File: config.mk
export PLATFORM = sky130hd
export DESIGN_NAME = mdio_apb_arbiter_flat
export DESIGN_NICKNAME = d
export VERILOG_FILES = /design/src/rtl/mdio_apb_arbiter_if.sv /design/src/rtl/mdio_apb_arbiter.sv /design/src/flat_wrapper.sv
export SDC_FILE = /design/constraint.sdc
export NUM_CORES = 1
export LEC_CHECK = 0
export CORE_MARGIN = 3
export CORE_UTILIZATION = 50
export CTS_BUF_LIST = sky130_fd_sc_hd__clkbuf_4 sky130_fd_sc_hd__clkbuf_8
export CTS_CLUSTER_DIAMETER = 60
export DETAILED_ROUTE_END_ITERATION = 6
export DONT_BUFFER_PORTS = 1
export PLACE_DENSITY = 0.68
export SLEW_MARGIN = 0
export SYNTH_ARGS = -nofsm -noshare
export SYNTH_HDL_FRONTEND = slang
export SYNTH_SLANG_ARGS = --single-unit
File: constraint.sdc
create_clock -name clk -period 1.7 [get_ports clk]
set_clock_uncertainty 0.05 [all_clocks]
set_input_delay 0.255 -clock clk [delete_from_list [all_inputs] [get_ports clk]]
set_output_delay 0.255 -clock clk [all_outputs]
set_load 0.02 [all_outputs]
File: src/rtl/mdio_apb_arbiter_if.sv
// Bundle for two APB requesters and the shared APB slave (apbmapper) behind the arbiter.
// master: arbiter side; slave: requesters and slave model side.
interface mdio_apb_arbiter_if;
  logic [31:0] m0_paddr;
  logic        m0_pwrite;
  logic        m0_psel;
  logic        m0_penable;
  logic [15:0] m0_pwdata;
  logic        m0_pready;
  logic [15:0] m0_prdata;
  logic        m0_pslverr;

  logic [31:0] m1_paddr;
  logic        m1_pwrite;
  logic        m1_psel;
  logic        m1_penable;
  logic [15:0] m1_pwdata;
  logic        m1_pready;
  logic [15:0] m1_prdata;
  logic        m1_pslverr;

  logic [31:0] s_paddr;
  logic        s_pwrite;
  logic        s_psel;
  logic        s_penable;
  logic [15:0] s_pwdata;
  logic        s_pready;
  logic [15:0] s_prdata;
  logic        s_pslverr;

  logic [1:0]  arb_owner;

  modport master (
    input  m0_paddr, m0_pwrite, m0_psel, m0_penable, m0_pwdata,
    output m0_pready, m0_prdata, m0_pslverr,
    input  m1_paddr, m1_pwrite, m1_psel, m1_penable, m1_pwdata,
    output m1_pready, m1_prdata, m1_pslverr,
    output s_paddr, s_pwrite, s_psel, s_penable, s_pwdata,
    input  s_pready, s_prdata, s_pslverr,
    output arb_owner
  );

  modport slave (
    output m0_paddr, m0_pwrite, m0_psel, m0_penable, m0_pwdata,
    input  m0_pready, m0_prdata, m0_pslverr,
    output m1_paddr, m1_pwrite, m1_psel, m1_penable, m1_pwdata,
    input  m1_pready, m1_prdata, m1_pslverr,
    input  s_paddr, s_pwrite, s_psel, s_penable, s_pwdata,
    output s_pready, s_prdata, s_pslverr,
    input  arb_owner
  );
endinterface

File: src/rtl/mdio_apb_arbiter.sv
// Round-robin arbiter letting two APB requesters share one APB slave (MDIO register mapper).
// Define MDIO_APB_ARB_TIMEOUT_EN to abort an ACCESS after TIMEOUT_CYCLES without s_pready.
module mdio_apb_arbiter #(
  parameter int unsigned TIMEOUT_CYCLES = 255
) (
  input logic                clk,
  input logic                rst,
  mdio_apb_arbiter_if.master apb_io
);

  typedef enum logic [3:0] {
    StIdle   = 4'b0001,
    StSetup  = 4'b0010,
    StAccess = 4'b0100,
    StResp   = 4'b1000
  } state_e;

  state_e      state_q;
  logic        last_m1_q;
  logic [1:0]  owner_q;
  logic [31:0] paddr_q;
  logic        pwrite_q;
  logic [15:0] pwdata_q;
  logic        psel_q;
  logic        penable_q;
  logic [1:0]  pready_q;
  logic [1:0]  pslverr_q;
  logic [15:0] m0_prdata_q;
  logic [15:0] m1_prdata_q;

  logic        grant_m1;
  logic        done;
  logic        rsp_err;
  logic [15:0] rsp_rdata;

`ifdef MDIO_APB_ARB_TIMEOUT_EN
  localparam logic [15:0] TimeoutLast = 16'(TIMEOUT_CYCLES - 1);
  logic [15:0] cnt_q;
`else
  logic unused_timeout_cfg;
  assign unused_timeout_cfg = ^TIMEOUT_CYCLES;
`endif

  // PENABLE from requesters carries no arbitration information.
  logic unused_penable;
  assign unused_penable = apb_io.m0_penable ^ apb_io.m1_penable;

  always_comb begin
    // m1 wins only if alone or if m0 was the previous grantee.
    grant_m1  = apb_io.m1_psel && (!apb_io.m0_psel || !last_m1_q);
    done      = (state_q == StAccess) && apb_io.s_pready;
    rsp_rdata = apb_io.s_prdata;
    rsp_err   = apb_io.s_pslverr;
`ifdef MDIO_APB_ARB_TIMEOUT_EN
    if ((state_q == StAccess) && !apb_io.s_pready && (cnt_q == TimeoutLast)) begin
      done      = 1'b1;
      rsp_rdata = 16'hFFFF;
      rsp_err   = 1'b1;
    end
`endif
  end

  always_ff @(posedge clk) begin
    if (rst) begin
      state_q     <= StIdle;
      last_m1_q   <= 1'b1;
      owner_q     <= '0;
      paddr_q     <= '0;
      pwrite_q    <= 1'b0;
      pwdata_q    <= '0;
      psel_q      <= 1'b0;
      penable_q   <= 1'b0;
      pready_q    <= '0;
      pslverr_q   <= '0;
      m0_prdata_q <= '0;
      m1_prdata_q <= '0;
`ifdef MDIO_APB_ARB_TIMEOUT_EN
      cnt_q       <= '0;
`endif
    end else begin
      unique case (state_q)
        StIdle: begin
          if (apb_io.m0_psel || apb_io.m1_psel) begin
            state_q   <= StSetup;
            last_m1_q <= grant_m1;
            owner_q   <= grant_m1 ? 2'b10 : 2'b01;
            psel_q    <= 1'b1;
            paddr_q   <= grant_m1 ? apb_io.m1_paddr : apb_io.m0_paddr;
            pwrite_q  <= grant_m1 ? apb_io.m1_pwrite : apb_io.m0_pwrite;
            pwdata_q  <= grant_m1 ? apb_io.m1_pwdata : apb_io.m0_pwdata;
`ifdef MDIO_APB_ARB_TIMEOUT_EN
            cnt_q     <= '0;
`endif
          end
        end
        StSetup: begin
          state_q   <= StAccess;
          penable_q <= 1'b1;
        end
        StAccess: begin
          if (done) begin
            state_q   <= StResp;
            psel_q    <= 1'b0;
            penable_q <= 1'b0;
            paddr_q   <= '0;
            pwrite_q  <= 1'b0;
            pwdata_q  <= '0;
            pready_q  <= owner_q;
            pslverr_q <= owner_q & {2{rsp_err}};
            if (owner_q[0]) m0_prdata_q <= rsp_rdata;
            if (owner_q[1]) m1_prdata_q <= rsp_rdata;
          end
`ifdef MDIO_APB_ARB_TIMEOUT_EN
          else begin
            cnt_q <= cnt_q + 16'd1;
          end
`endif
        end
        StResp: begin
          state_q     <= StIdle;
          owner_q     <= '0;
          pready_q    <= '0;
          pslverr_q   <= '0;
          m0_prdata_q <= '0;
          m1_prdata_q <= '0;
        end
        default: state_q <= StIdle;
      endcase
    end
  end

  assign apb_io.s_paddr    = paddr_q;
  assign apb_io.s_pwrite   = pwrite_q;
  assign apb_io.s_pwdata   = pwdata_q;
  assign apb_io.s_psel     = psel_q;
  assign apb_io.s_penable  = penable_q;
  assign apb_io.arb_owner  = owner_q;
  assign apb_io.m0_pready  = pready_q[0];
  assign apb_io.m1_pready  = pready_q[1];
  assign apb_io.m0_pslverr = pslverr_q[0];
  assign apb_io.m1_pslverr = pslverr_q[1];
  assign apb_io.m0_prdata  = m0_prdata_q;
  assign apb_io.m1_prdata  = m1_prdata_q;

endmodule

File: src/flat_wrapper.sv
// flat-port wrapper written by rule: the top's interface ports become plain ports
module mdio_apb_arbiter_flat 
#(
  parameter int unsigned TIMEOUT_CYCLES = 255
)
  (clk, rst, apb_io_m0_paddr, apb_io_m0_pwrite, apb_io_m0_psel, apb_io_m0_penable, apb_io_m0_pwdata, apb_io_m0_pready, apb_io_m0_prdata, apb_io_m0_pslverr, apb_io_m1_paddr, apb_io_m1_pwrite, apb_io_m1_psel, apb_io_m1_penable, apb_io_m1_pwdata, apb_io_m1_pready, apb_io_m1_prdata, apb_io_m1_pslverr, apb_io_s_paddr, apb_io_s_pwrite, apb_io_s_psel, apb_io_s_penable, apb_io_s_pwdata, apb_io_s_pready, apb_io_s_prdata, apb_io_s_pslverr, apb_io_arb_owner);
  mdio_apb_arbiter_if apb_io_i ();
  input logic clk;
  input logic rst;
  input wire logic [$bits(apb_io_i.m0_paddr)-1:0] apb_io_m0_paddr;
  input wire logic [$bits(apb_io_i.m0_pwrite)-1:0] apb_io_m0_pwrite;
  input wire logic [$bits(apb_io_i.m0_psel)-1:0] apb_io_m0_psel;
  input wire logic [$bits(apb_io_i.m0_penable)-1:0] apb_io_m0_penable;
  input wire logic [$bits(apb_io_i.m0_pwdata)-1:0] apb_io_m0_pwdata;
  output wire logic [$bits(apb_io_i.m0_pready)-1:0] apb_io_m0_pready;
  output wire logic [$bits(apb_io_i.m0_prdata)-1:0] apb_io_m0_prdata;
  output wire logic [$bits(apb_io_i.m0_pslverr)-1:0] apb_io_m0_pslverr;
  input wire logic [$bits(apb_io_i.m1_paddr)-1:0] apb_io_m1_paddr;
  input wire logic [$bits(apb_io_i.m1_pwrite)-1:0] apb_io_m1_pwrite;
  input wire logic [$bits(apb_io_i.m1_psel)-1:0] apb_io_m1_psel;
  input wire logic [$bits(apb_io_i.m1_penable)-1:0] apb_io_m1_penable;
  input wire logic [$bits(apb_io_i.m1_pwdata)-1:0] apb_io_m1_pwdata;
  output wire logic [$bits(apb_io_i.m1_pready)-1:0] apb_io_m1_pready;
  output wire logic [$bits(apb_io_i.m1_prdata)-1:0] apb_io_m1_prdata;
  output wire logic [$bits(apb_io_i.m1_pslverr)-1:0] apb_io_m1_pslverr;
  output wire logic [$bits(apb_io_i.s_paddr)-1:0] apb_io_s_paddr;
  output wire logic [$bits(apb_io_i.s_pwrite)-1:0] apb_io_s_pwrite;
  output wire logic [$bits(apb_io_i.s_psel)-1:0] apb_io_s_psel;
  output wire logic [$bits(apb_io_i.s_penable)-1:0] apb_io_s_penable;
  output wire logic [$bits(apb_io_i.s_pwdata)-1:0] apb_io_s_pwdata;
  input wire logic [$bits(apb_io_i.s_pready)-1:0] apb_io_s_pready;
  input wire logic [$bits(apb_io_i.s_prdata)-1:0] apb_io_s_prdata;
  input wire logic [$bits(apb_io_i.s_pslverr)-1:0] apb_io_s_pslverr;
  output wire logic [$bits(apb_io_i.arb_owner)-1:0] apb_io_arb_owner;
  assign apb_io_i.m0_paddr = apb_io_m0_paddr;
  assign apb_io_i.m0_pwrite = apb_io_m0_pwrite;
  assign apb_io_i.m0_psel = apb_io_m0_psel;
  assign apb_io_i.m0_penable = apb_io_m0_penable;
  assign apb_io_i.m0_pwdata = apb_io_m0_pwdata;
  assign apb_io_m0_pready = apb_io_i.m0_pready;
  assign apb_io_m0_prdata = apb_io_i.m0_prdata;
  assign apb_io_m0_pslverr = apb_io_i.m0_pslverr;
  assign apb_io_i.m1_paddr = apb_io_m1_paddr;
  assign apb_io_i.m1_pwrite = apb_io_m1_pwrite;
  assign apb_io_i.m1_psel = apb_io_m1_psel;
  assign apb_io_i.m1_penable = apb_io_m1_penable;
  assign apb_io_i.m1_pwdata = apb_io_m1_pwdata;
  assign apb_io_m1_pready = apb_io_i.m1_pready;
  assign apb_io_m1_prdata = apb_io_i.m1_prdata;
  assign apb_io_m1_pslverr = apb_io_i.m1_pslverr;
  assign apb_io_s_paddr = apb_io_i.s_paddr;
  assign apb_io_s_pwrite = apb_io_i.s_pwrite;
  assign apb_io_s_psel = apb_io_i.s_psel;
  assign apb_io_s_penable = apb_io_i.s_penable;
  assign apb_io_s_pwdata = apb_io_i.s_pwdata;
  assign apb_io_i.s_pready = apb_io_s_pready;
  assign apb_io_i.s_prdata = apb_io_s_prdata;
  assign apb_io_i.s_pslverr = apb_io_s_pslverr;
  assign apb_io_arb_owner = apb_io_i.arb_owner;
  mdio_apb_arbiter #(.TIMEOUT_CYCLES(TIMEOUT_CYCLES)) u_core (.clk(clk), .rst(rst), .apb_io(apb_io_i));
endmodule
* After elaboration in Yosys (flattened, before gate mapping)
Cells that the tools add are included.
Storage, ports and cells: flip-flop bits (word level) 94, input port bits 122, output and inout bits 89, logic and storage cells 70
Operators by class: eq/ne operators 8, multiplexer cells 31, bitwise gates (word level) 1, reductions and logical operators 18
Operators by type and width (number):
- $mux 16 | 7
- $mux 32 | 3
- $pmux 16 s2 | 3
- $pmux 32 s2 | 1
- $pmux 2 s2 | 3
- $pmux 4 s3 | 1
- $reduce_and 2->1 | 5
- $reduce_and 3->1 | 3
- $mux 2 | 4
- $mux 4 | 2
- $ne 2x1->1 const B | 4
- $reduce_bool 2->1 | 4
- $pmux 1 s2 | 3
- $eq 4x1->1 const B | 1
- $eq 4x2->1 const B | 1
- $eq 4x3->1 const B | 1
- $eq 4x4->1 const B | 1
- $mux 1 | 4
- $and 2x2->2 | 1
- $logic_and 1x1->1 | 2
- $logic_not 1->1 | 2
- $logic_or 1x1->1 | 2

* Depth between registers and ports, before layout
Gate-level depths: netlist (run 1).
depth in word-level cells 6, mapped depth 8, gate-level depth less buffers 4

* Least setup slack after synthesis (run 1)
OpenSTA, ideal clock, no wires.
path type reg-to-reg, from register u_core.state_q[0], to register u_core.pwdata_q[10] (netlist: u_core.apb_io.s_pwdata[10]), library setup time 130 ps, arrival 1540 ps, data required time 1520 ps, slack -20 ps, stages on the path, launching flop included 8, buffers on the path 4, period minus slack after synthesis 1720 ps, cells stage by stage dfxtp_1 -> buf_6 -> or4_4 -> buf_6 -> nand2_1 -> buf_4 -> buf_4 -> o32ai_1
On the way: cells in the longest elaborated chain, start to end 4, elaborated cells between the ends (all ways) 8, those cells by class 4 x eq/ne; 1 x mux; 3 x reduce/logical
Ends and longest elaborated chain:
- start, declared | RTL line mdio_apb_arbiter.sv:18 | state_e state_q;
- start signal, assigned | RTL line mdio_apb_arbiter.sv:65 | state_q <= StIdle;
- start signal, assigned | RTL line mdio_apb_arbiter.sv:84 | state_q <= StSetup;
- start signal, assigned | RTL line mdio_apb_arbiter.sv:97 | state_q <= StAccess;
- $eq 4x3->1 | RTL line mdio_apb_arbiter.sv:51, mdio_apb_arbiter.sv:81
- $logic_and 1x1->1 | RTL line mdio_apb_arbiter.sv:51 | done = (state_q == StAccess) && apb_io.s_pready;
- $ne 2x1->1 (no line)
- $reduce_and 3->1 (no line)
- end signal, assigned | RTL line mdio_apb_arbiter.sv:90 | pwdata_q <= grant_m1 ? apb_io.m1_pwdata : apb_io.m0_pwdata;
- end, declared | RTL line mdio_apb_arbiter.sv:23 | logic [15:0] pwdata_q;
Parallel ways exist; a longest one is shown, timed or not. A chain may end at the register's enable or synchronous reset.

* Worst setup path in the final report (run 1)
from register u_core.state_q[0], to register u_core.paddr_q[31] (netlist: u_core.apb_io.s_paddr[31])
On the way: cells in the longest elaborated chain, start to end 4, elaborated cells between the ends (all ways) 8, those cells by class 4 x eq/ne; 1 x mux; 3 x reduce/logical
Ends and longest elaborated chain:
- $eq 4x3->1 | RTL line mdio_apb_arbiter.sv:51, mdio_apb_arbiter.sv:81
- $logic_and 1x1->1 | RTL line mdio_apb_arbiter.sv:51
- $ne 2x1->1 (no line)
- $reduce_and 3->1 (no line)
- end signal, assigned | RTL line mdio_apb_arbiter.sv:88 | paddr_q <= grant_m1 ? apb_io.m1_paddr : apb_io.m0_paddr;
- end, declared | RTL line mdio_apb_arbiter.sv:21 | logic [31:0] paddr_q;
Parallel ways exist; a longest one is shown, timed or not.

==> metrics.log, run 1 <==
INFO  metric status = complete, but fails checks
INFO  metric failed_checks = hold timing
INFO  metric cts_sink_count = between 90 and 100
INFO  metric die_x = ~95 µm
INFO  metric setup_total_neg_slack = 0 ps
INFO  metric async_flop_share = 0%
INFO  metric mappedNetlistArea = between 3000 and 4000 µm²
INFO  metric hold_depth = 1
INFO  metric preCtsSetupSlack = around 24 ps
INFO  metric min_path_type = in -> reg
INFO  metric finish_stage_setup_viols = 0
INFO  metric routability_cong = around 0.76
INFO  metric clock_insertion_delay_worst_skew = around 350 ps
INFO  metric fin_ws = between 90 and 100 ps
INFO  metric grt.total_usage = 20.47%
INFO  metric power_density = roughly 1000 nW/µm²
INFO  metric post_synth_num_cell_types = 33
INFO  metric vias_in_the_first_global_route = 2880
INFO  metric grt_start_max_net_pins = between 70 and 80
INFO  metric clk_pin_slew = about 90 ps
INFO  metric cts_root_buffer = sky130_fd_sc_hd__clkbuf_8
INFO  metric yosys.cell_count.top_type = sky130_fd_sc_hd__dfxtp_1
INFO  metric postCtsSetupRepairBufs = 0
INFO  metric final-hold-violation-count = 61
INFO  metric crit_path_max_fanout = 29
INFO  metric postSynth.topFlopCell = sky130_fd_sc_hd__dfxtp_1
INFO  metric sequential_share_of_the_synthesized_area = 47.28%
INFO  metric share_of_the_cycle_needed_by_the_critical_path_after_routing = roughly 94%
INFO  metric timing.max_slew.rel_slack = roughly 58%
INFO  metric vias_after_detailed_routing = roughly 3000
INFO  metric crit_path_end_kind = register
INFO  metric cp-start-kind = register
INFO  metric fmax = 0.6245 GHz
INFO  metric post_route_cells_drive_above_1_share = between 10 and 15%
INFO  metric yosys-top-cells-count = sky130_fd_sc_hd__dfxtp_1 (94), sky130_fd_sc_hd__mux2i_1 (65), sky130_fd_sc_hd__inv_1 (52)
INFO  metric postSynthNetCount = 517
INFO  metric globalRoute.totalOverflow = 0
INFO  metric insertedDiodeCount = 0
INFO  metric worstMarginPinSlew = ~620 ps
INFO  metric post_synth.cell_area_avg = between 10 and 15 µm²
INFO  metric routed_wl = just under 10000 µm
INFO  metric filler_cells = 650
INFO  metric seqCellArea = 1887 µm²
INFO  metric cp.required = between 1500 and 2000 ps
INFO  metric design.die.area = ~9100 µm²
INFO  metric post_dp_cell_area = slightly above 4000 µm²
INFO  metric multi_input_area = between 1500 and 2000 µm²
INFO  metric cap_violations = 0
INFO  metric dp_hpwl = ~6900 µm
INFO  metric number_of_synthesized_flops_with_an_enable_pin = 0
INFO  metric irDropWorstVdd = 512.7 µV
INFO  metric detailedRoute.firstPassIterationCount = 4
INFO  metric rsz0062_at_grt = false
INFO  metric synth.largest_area_cell = sky130_fd_sc_hd__dfxtp_1
INFO  metric io_buffer_count = 0
INFO  metric fp.dieH = 95.22 µm
INFO  metric clock_path_buffers = 2
INFO  metric drt_drc_violations_left = 0
INFO  metric vias_per_cell = between 5 and 6
INFO  metric fin_hold_ws = -90.95 ps
INFO  metric grt_antenna_before_repair = 0
INFO  metric wl_per_cell = roughly 19 µm
INFO  metric antenna_violating_nets_post_route = 0
INFO  metric r2r_cells = 4
INFO  metric grt_pass1_wl = 14360 µm
INFO  metric row_count = 31
INFO  metric synthToLayoutAreaGrowth = 13.52%
INFO  metric htree_num_levels = 3
INFO  metric drt_first_iter_violations = between 100 and 150
INFO  metric yosys_warning_count = 0
INFO  metric final_max_slew_viol_count = 0
INFO  metric initial_core_util = a little over half
INFO  metric synthTopCellsByArea = sky130_fd_sc_hd__dfxtp_1 (47%), sky130_fd_sc_hd__mux2i_1 (16%), sky130_fd_sc_hd__o32ai_1 (11%), sky130_fd_sc_hd__inv_1 (4.9%), sky130_fd_sc_hd__a22o_1 (3.5%)
INFO  metric synth.ff_latch_count = between 90 and 100
INFO  metric crit_type = reg -> reg
INFO  metric post-route-min-period = roughly 1600 ps
INFO  metric core = ~7500 µm²
INFO  metric finish.net_count = 528
INFO  metric critical_path_arrival = around 1800 ps
INFO  metric cts_tree = done
INFO  metric final_design_instance_area_without_fill = about 4500 µm²
INFO  metric cts_buffers = 9
INFO  metric postCtsHoldBufs = 16
INFO  metric syn_inst = roughly 400
INFO  metric p_leak = between 0.0015 and 0.002 µW
INFO  metric synth.top_cell.area_share = between 40% and 50%
INFO  metric io_pins = roughly 210
[per-stage QoR]
step	utilization [%]	power, µW	hold WS [ps]	instances
2_1_floorplan	-	3166	330.7	395
3_3_place_gp	55.46	3327	286.1	478
3_5_place_dp	55.46	3347	290.6	478
4_1_cts	60.15	4790	-101.1	510
5_1_grt	60.35	4945	-110.6	510
6_report	60.35	4738	-90.95	510
[report_power, final]
part | internal (µW) | switching (µW)
logic | 323 | 340
clock network | 598 | 811
registers | 2360 | 303
total | 3280 | 1450
[registers in the layout (all words and copies together), names as in the netlist]
signal / count
u_core.state_q: 4
u_core.apb_io.m0_prdata: 16
u_core.apb_io.s_paddr: 32
u_core.apb_io.s_psel: 1
u_core.apb_io.s_penable: 1
u_core.apb_io.s_pwdata: 16
u_core.apb_io.arb_owner: 2
u_core.pslverr_q: 2
u_core.apb_io.s_pwrite: 1
u_core.apb_io.m1_prdata: 16
u_core.last_m1_q: 1
u_core.pready_q: 2
[per-layer routing]
metal	global-route usage, %	up-vias	share of wire, %
met5	0	-	0
met4	9.736	0	3.0
met3	4.578	21	7.9
met2	35.86	144	51
met1	23.47	1354	38
li1	-	1420	-
[cell type report]
type / count / share of cell area, %
clock buffers: 10 / 3.046
well taps: 99 / 2.742
inverters: 52 / 4.320
flip-flops and latches: 94 / 41.76
repair buffers: 36 / 8.806
multi-input cells: 213 / 38.16
clock inverters: 6 / 1.163
[logic make-up (layout without fill, tap and decap cells)]
kind of cell / after synthesis / in the layout / share of synthesized area [%]
AOI/OAI and AO/OA: 79 / 79 / 16.47
DFF: 94 / 94 / 47.28
buffers and inverters: 88 / 104 / 9.777
and+or+nand+nor: 68 / 68 / 9.903
xor gates and xnor gates: 1 / 1 / 0.2201
muxes: 65 / 65 / 16.35
[layout by cell type, fill, tap and decap left out, drive strengths merged, types with 8 or more instances in the layout]
cell type    count
a21oi            8
buf             20
a22o            16
inv             56
clkbuf          10
nand2           11
nor2            22
o32ai           49
nor2b           17
mux2i           65
dlygate4sd3     16
dfxtp           94
[final timing paths]
path,startpoint,end,slack [ps]
max,u_core.state_q[0]$_SDFFE_PP1P_,u_core.apb_io.s_paddr[31]$_SDFFE_PP0P_,100
min,rst,u_core.state_q[3]$_SDFFE_PP0P_,-90
min reg2reg,u_core.last_m1_q$_SDFFE_PP1P_,u_core.last_m1_q$_SDFFE_PP1P_,500
max reg2reg,u_core.state_q[0]$_SDFFE_PP1P_,u_core.apb_io.s_paddr[31]$_SDFFE_PP0P_,100
[worst max-delay path, stage by stage (launching register included)]
cell and delay [ps]:
sky130_fd_sc_hd__dfxtp_2 370, sky130_fd_sc_hd__or4_4 610, sky130_fd_sc_hd__nand2_2 160, sky130_fd_sc_hd__buf_12 190
sky130_fd_sc_hd__o32ai_1 100
[what timing repair did]
item                                   4_1_cts  5_1_grt
gates resized for setup                      1        5
setup endpoints to repair                    4       25
endpoints found under the hold margin       87       71
Power figures use the tool's default switching activity.
==> run 2, diff against run 1 <==
--- a/config.mk
+++ b/config.mk
@@ -5,14 +5,15 @@
 export SDC_FILE = /design/constraint.sdc
 export NUM_CORES = 1
 export LEC_CHECK = 0
-export CORE_MARGIN = 3
+export CORE_MARGIN = 2
 export CORE_UTILIZATION = 50
 export CTS_BUF_LIST = sky130_fd_sc_hd__clkbuf_4 sky130_fd_sc_hd__clkbuf_8
 export CTS_CLUSTER_DIAMETER = 60
 export DETAILED_ROUTE_END_ITERATION = 6
 export DONT_BUFFER_PORTS = 1
-export PLACE_DENSITY = 0.68
+export PLACE_DENSITY = 0.65
 export SLEW_MARGIN = 0
 export SYNTH_ARGS = -nofsm -noshare
 export SYNTH_HDL_FRONTEND = slang
 export SYNTH_SLANG_ARGS = --single-unit
+export TNS_END_PERCENT = 5
==> run 2 against run 1 <==
  * The run still ends with hold timing left
  * Clock power up 7%
  * Non-clock buffer count rose by 2
  * Critical endpoint is now u_core.apb_io.s_paddr[21]$_SDFFE_PP0P_
  * Largest cell class unchanged
  * Final cell count rose by 0.98%
==> metrics.log, run 2 (synthesis results as in run 1) <==
INFO  metric status = complete, but fails checks (unchanged)
INFO  metric failed_checks = hold timing (unchanged)
INFO  metric critical_path_arrival = 1780 ps (about the same)
INFO  metric post_route_cells_drive_above_1_share = 12.35% (was 12.41%)
INFO  metric detailedRoute.firstPassIterationCount = 4 (unchanged)
INFO  metric pwr-share-clk = 31.4% (was 29.7%)
INFO  metric globalRoute.totalOverflow = 0 (unchanged)
INFO  metric cts_sink_count = 94 (unchanged)
INFO  metric drt_drc_violations_left = 0 (unchanged)
INFO  metric final_common_cell = sky130_fd_sc_hd__dfxtp_1 (unchanged)
INFO  metric routed_wl = 9149 µm (was 9761 µm)
INFO  metric routability_cong = 0.7316 (was 0.7552)
INFO  metric vias_per_cell = 5.689 (was 5.763)
INFO  metric power_density = 1061 nW/µm² (was 1049 nW/µm²)
INFO  metric crit_type = reg -> reg (unchanged)
INFO  metric antenna_violating_nets_post_route = 0 (unchanged)
INFO  metric timing.max_slew.rel_slack = 77.86% (was 58.14%)
INFO  metric cts_tree = done (unchanged)
INFO  metric clock_path_buffers = 2 (unchanged)
INFO  metric final_max_slew_viol_count = 0 (unchanged)
INFO  metric design.die.area = 8690 µm² (was 9067 µm²)
INFO  metric fin_ws = 95.46 ps (was 98.62 ps)
INFO  metric share_of_the_cycle_needed_by_the_critical_path_after_routing = 94.38% (was 94.20%)
INFO  metric rsz0062_at_grt = true (was false)
INFO  metric io_pins = 211 (unchanged)
INFO  metric power_switching_share = 29.39% (was 30.68%)
INFO  metric preCtsSetupSlack = -16.96 ps (was 23.87 ps)
INFO  metric post-route-min-period = 1605 ps (was 1601 ps)
INFO  metric cts_root_buffer = sky130_fd_sc_hd__clkbuf_8 (unchanged)
INFO  metric filler_cells = 664 (was 650)
INFO  metric worstMarginPinSlew = 332.2 ps (was 622.2 ps)
INFO  metric row_count = 32 (was 31)
INFO  metric drt_first_iter_violations = 106 (was 115)
INFO  metric total_power = 4811 µW (was 4738 µW)
INFO  metric grt_antenna_before_repair = 0 (unchanged)
INFO  metric grt_pass1_wl = 14320 µm (was 14360 µm)
INFO  metric cp-start-kind = register (unchanged)
INFO  metric grt.total_usage = 20.89% (was 20.47%)
INFO  metric finish.net_count = 530 (was 528)
INFO  metric part_of_the_power_in_registers = 55.4% (was 56.3%)
INFO  metric cp.required = 1880 ps (about the same)
INFO  metric finish_stage_setup_viols = 0 (unchanged)
INFO  metric largest_register_ff_count = 32 (unchanged)
INFO  metric crit_path_end_kind = register (unchanged)
INFO  metric fp.dieH = 93.22 µm (was 95.22 µm)
INFO  metric postCtsSetupRepairBufs = 0 (unchanged)
INFO  metric dp_hpwl = 6212 µm (was 6911 µm)
INFO  metric power.combinational.fraction = 13.2% (was 14.0%)
INFO  metric io_buffer_count = 0 (unchanged)
INFO  metric synthToLayoutAreaGrowth = 13.90% (was 13.52%)
INFO  metric clk_pin_slew = 90 ps (about the same)
INFO  metric irDropWorstVdd = 624.9 µV (was 512.7 µV)
INFO  metric clock_insertion_delay_worst_skew = 340 ps (was 350 ps)
INFO  metric p_leak = 0.001829 µW (was 0.001822 µW)
INFO  metric power_report.internal_total = 3397 µW (was 3285 µW)
INFO  metric fin_hold_ws = -80.94 ps (was -90.95 ps)
INFO  metric core = 7727 µm² (was 7486 µm²)
INFO  metric final_cell_mix = sky130_fd_sc_hd__dfxtp_1 (91), sky130_fd_sc_hd__mux2i_1 (65), sky130_fd_sc_hd__inv_1 (52) (was sky130_fd_sc_hd__dfxtp_1 (90), sky130_fd_sc_hd__mux2i_1 (65), sky130_fd_sc_hd__inv_1 (52))
INFO  metric wl_per_cell = 17.77 µm (was 19.14 µm)
INFO  metric cap_violations = 0 (unchanged)
INFO  metric die_x = 93.22 µm (was 95.22 µm)
INFO  metric vias_after_detailed_routing = 2930 (was 2939)
INFO  metric grt_start_max_net_pins = 75 (unchanged)
INFO  metric cts_buffers = 9 (unchanged)
INFO  metric htree_num_levels = 3 (unchanged)
INFO  metric insertedDiodeCount = 0 (unchanged)
INFO  metric min_path_type = in -> reg (unchanged)
INFO  metric p_switching = 1414 µW (was 1453 µW)
INFO  metric crit_path_max_fanout = 15 (was 29)
INFO  metric final-hold-violation-count = 23 (was 61)
INFO  metric vias_in_the_first_global_route = 2779 (was 2880)
INFO  metric fmax = 0.6232 GHz (was 0.6245 GHz)
INFO  metric postCtsHoldBufs = 18 (was 16)
INFO  metric initial_core_util = 51.51% (was 53.17%)
-- run 2: cell count changes in the layout (fill, tap and decap cells not counted), moves of 2 or more --
cell,previous run,this run
sky130_fd_sc_hd__buf_4,13,16
sky130_fd_sc_hd__dfxtp_2,4,1
sky130_fd_sc_hd__buf_12,7,5
sky130_fd_sc_hd__dfxtp_4,0,2
-- run 2: worst paths after layout --
check | from | endpoint | slack (ps) | cells past startpoint
setup reg to reg | u_core.state_q[3]$_SDFFE_PP0P_ | u_core.apb_io.s_paddr[21]$_SDFFE_PP0P_ | 100 | 4
hold reg to reg | u_core.last_m1_q$_SDFFE_PP1P_ | u_core.last_m1_q$_SDFFE_PP1P_ | 480 | 1
hold / removal | rst | u_core.apb_io.m1_prdata[11]$_SDFFE_PP0P_ | -80 | 1
setup / recovery | u_core.state_q[3]$_SDFFE_PP0P_ | u_core.apb_io.s_paddr[21]$_SDFFE_PP0P_ | 100 | 4
-- run 2: what timing repair did --
action	in CTS	in global routing
pin swaps	0	2
endpoints found under the hold margin	89	71
resized for setup	2	7
setup endpoints to repair	24	47
-- run 2: layout make-up --
type / instances / area, µm² / share of cell area (%)
Inverter: 52 / 195.2 / 4.306
Clock buffer: 10 / 137.6 / 3.036
Sequential cell: 94 / 1891 / 41.71
Multi-Input combinational cell: 213 / 1724 / 38.03
Clock inverter: 6 / 67.56 / 1.490
Timing Repair Buffer: 38 / 390.4 / 8.612
Tap cell: 102 / 127.6 / 2.815
-- run 2: layer usage --
metal	up-vias	GRT usage [%]	wire [µm]
met5	-	0	0
li1	1429	-	-
met3	14	5.318	690
met4	0	8.456	155
met2	133	34.23	4495
met1	1354	26.20	3808
-- run 2: critical path, cell delays in order, from the launching register on --
cell and delay, ps:
sky130_fd_sc_hd__dfxtp_1 390, sky130_fd_sc_hd__or4_4 590, sky130_fd_sc_hd__nand2_2 140, sky130_fd_sc_hd__buf_4 220, sky130_fd_sc_hd__o32ai_1 100
-- run 2: metrics by stage --
step / utilization [%] / std cells / area (µm²) / TNS [ps]
final: 58.66 / 515 / 4533 / 0
after global routing: 58.66 / 515 / 4533 / -2.069
after CTS: 58.53 / 516 / 4523 / 0
after detailed placement: 53.51 / 482 / 4135 / -39.39
after global placement: 53.51 / 482 / 4135 / 0
after floorplan: - / 395 / 3984 / -66.25
-- run 2: power groups by stage --
stage          combinational, µW  sequential (µW)  clock, µW
2_1_floorplan                492             2670          0
3_3_place_gp                 574             2720          0
3_5_place_dp                 589             2720          0
4_1_cts                      629             2670       1560
5_1_grt                      701             2680       1680
6_report                     634             2670       1510
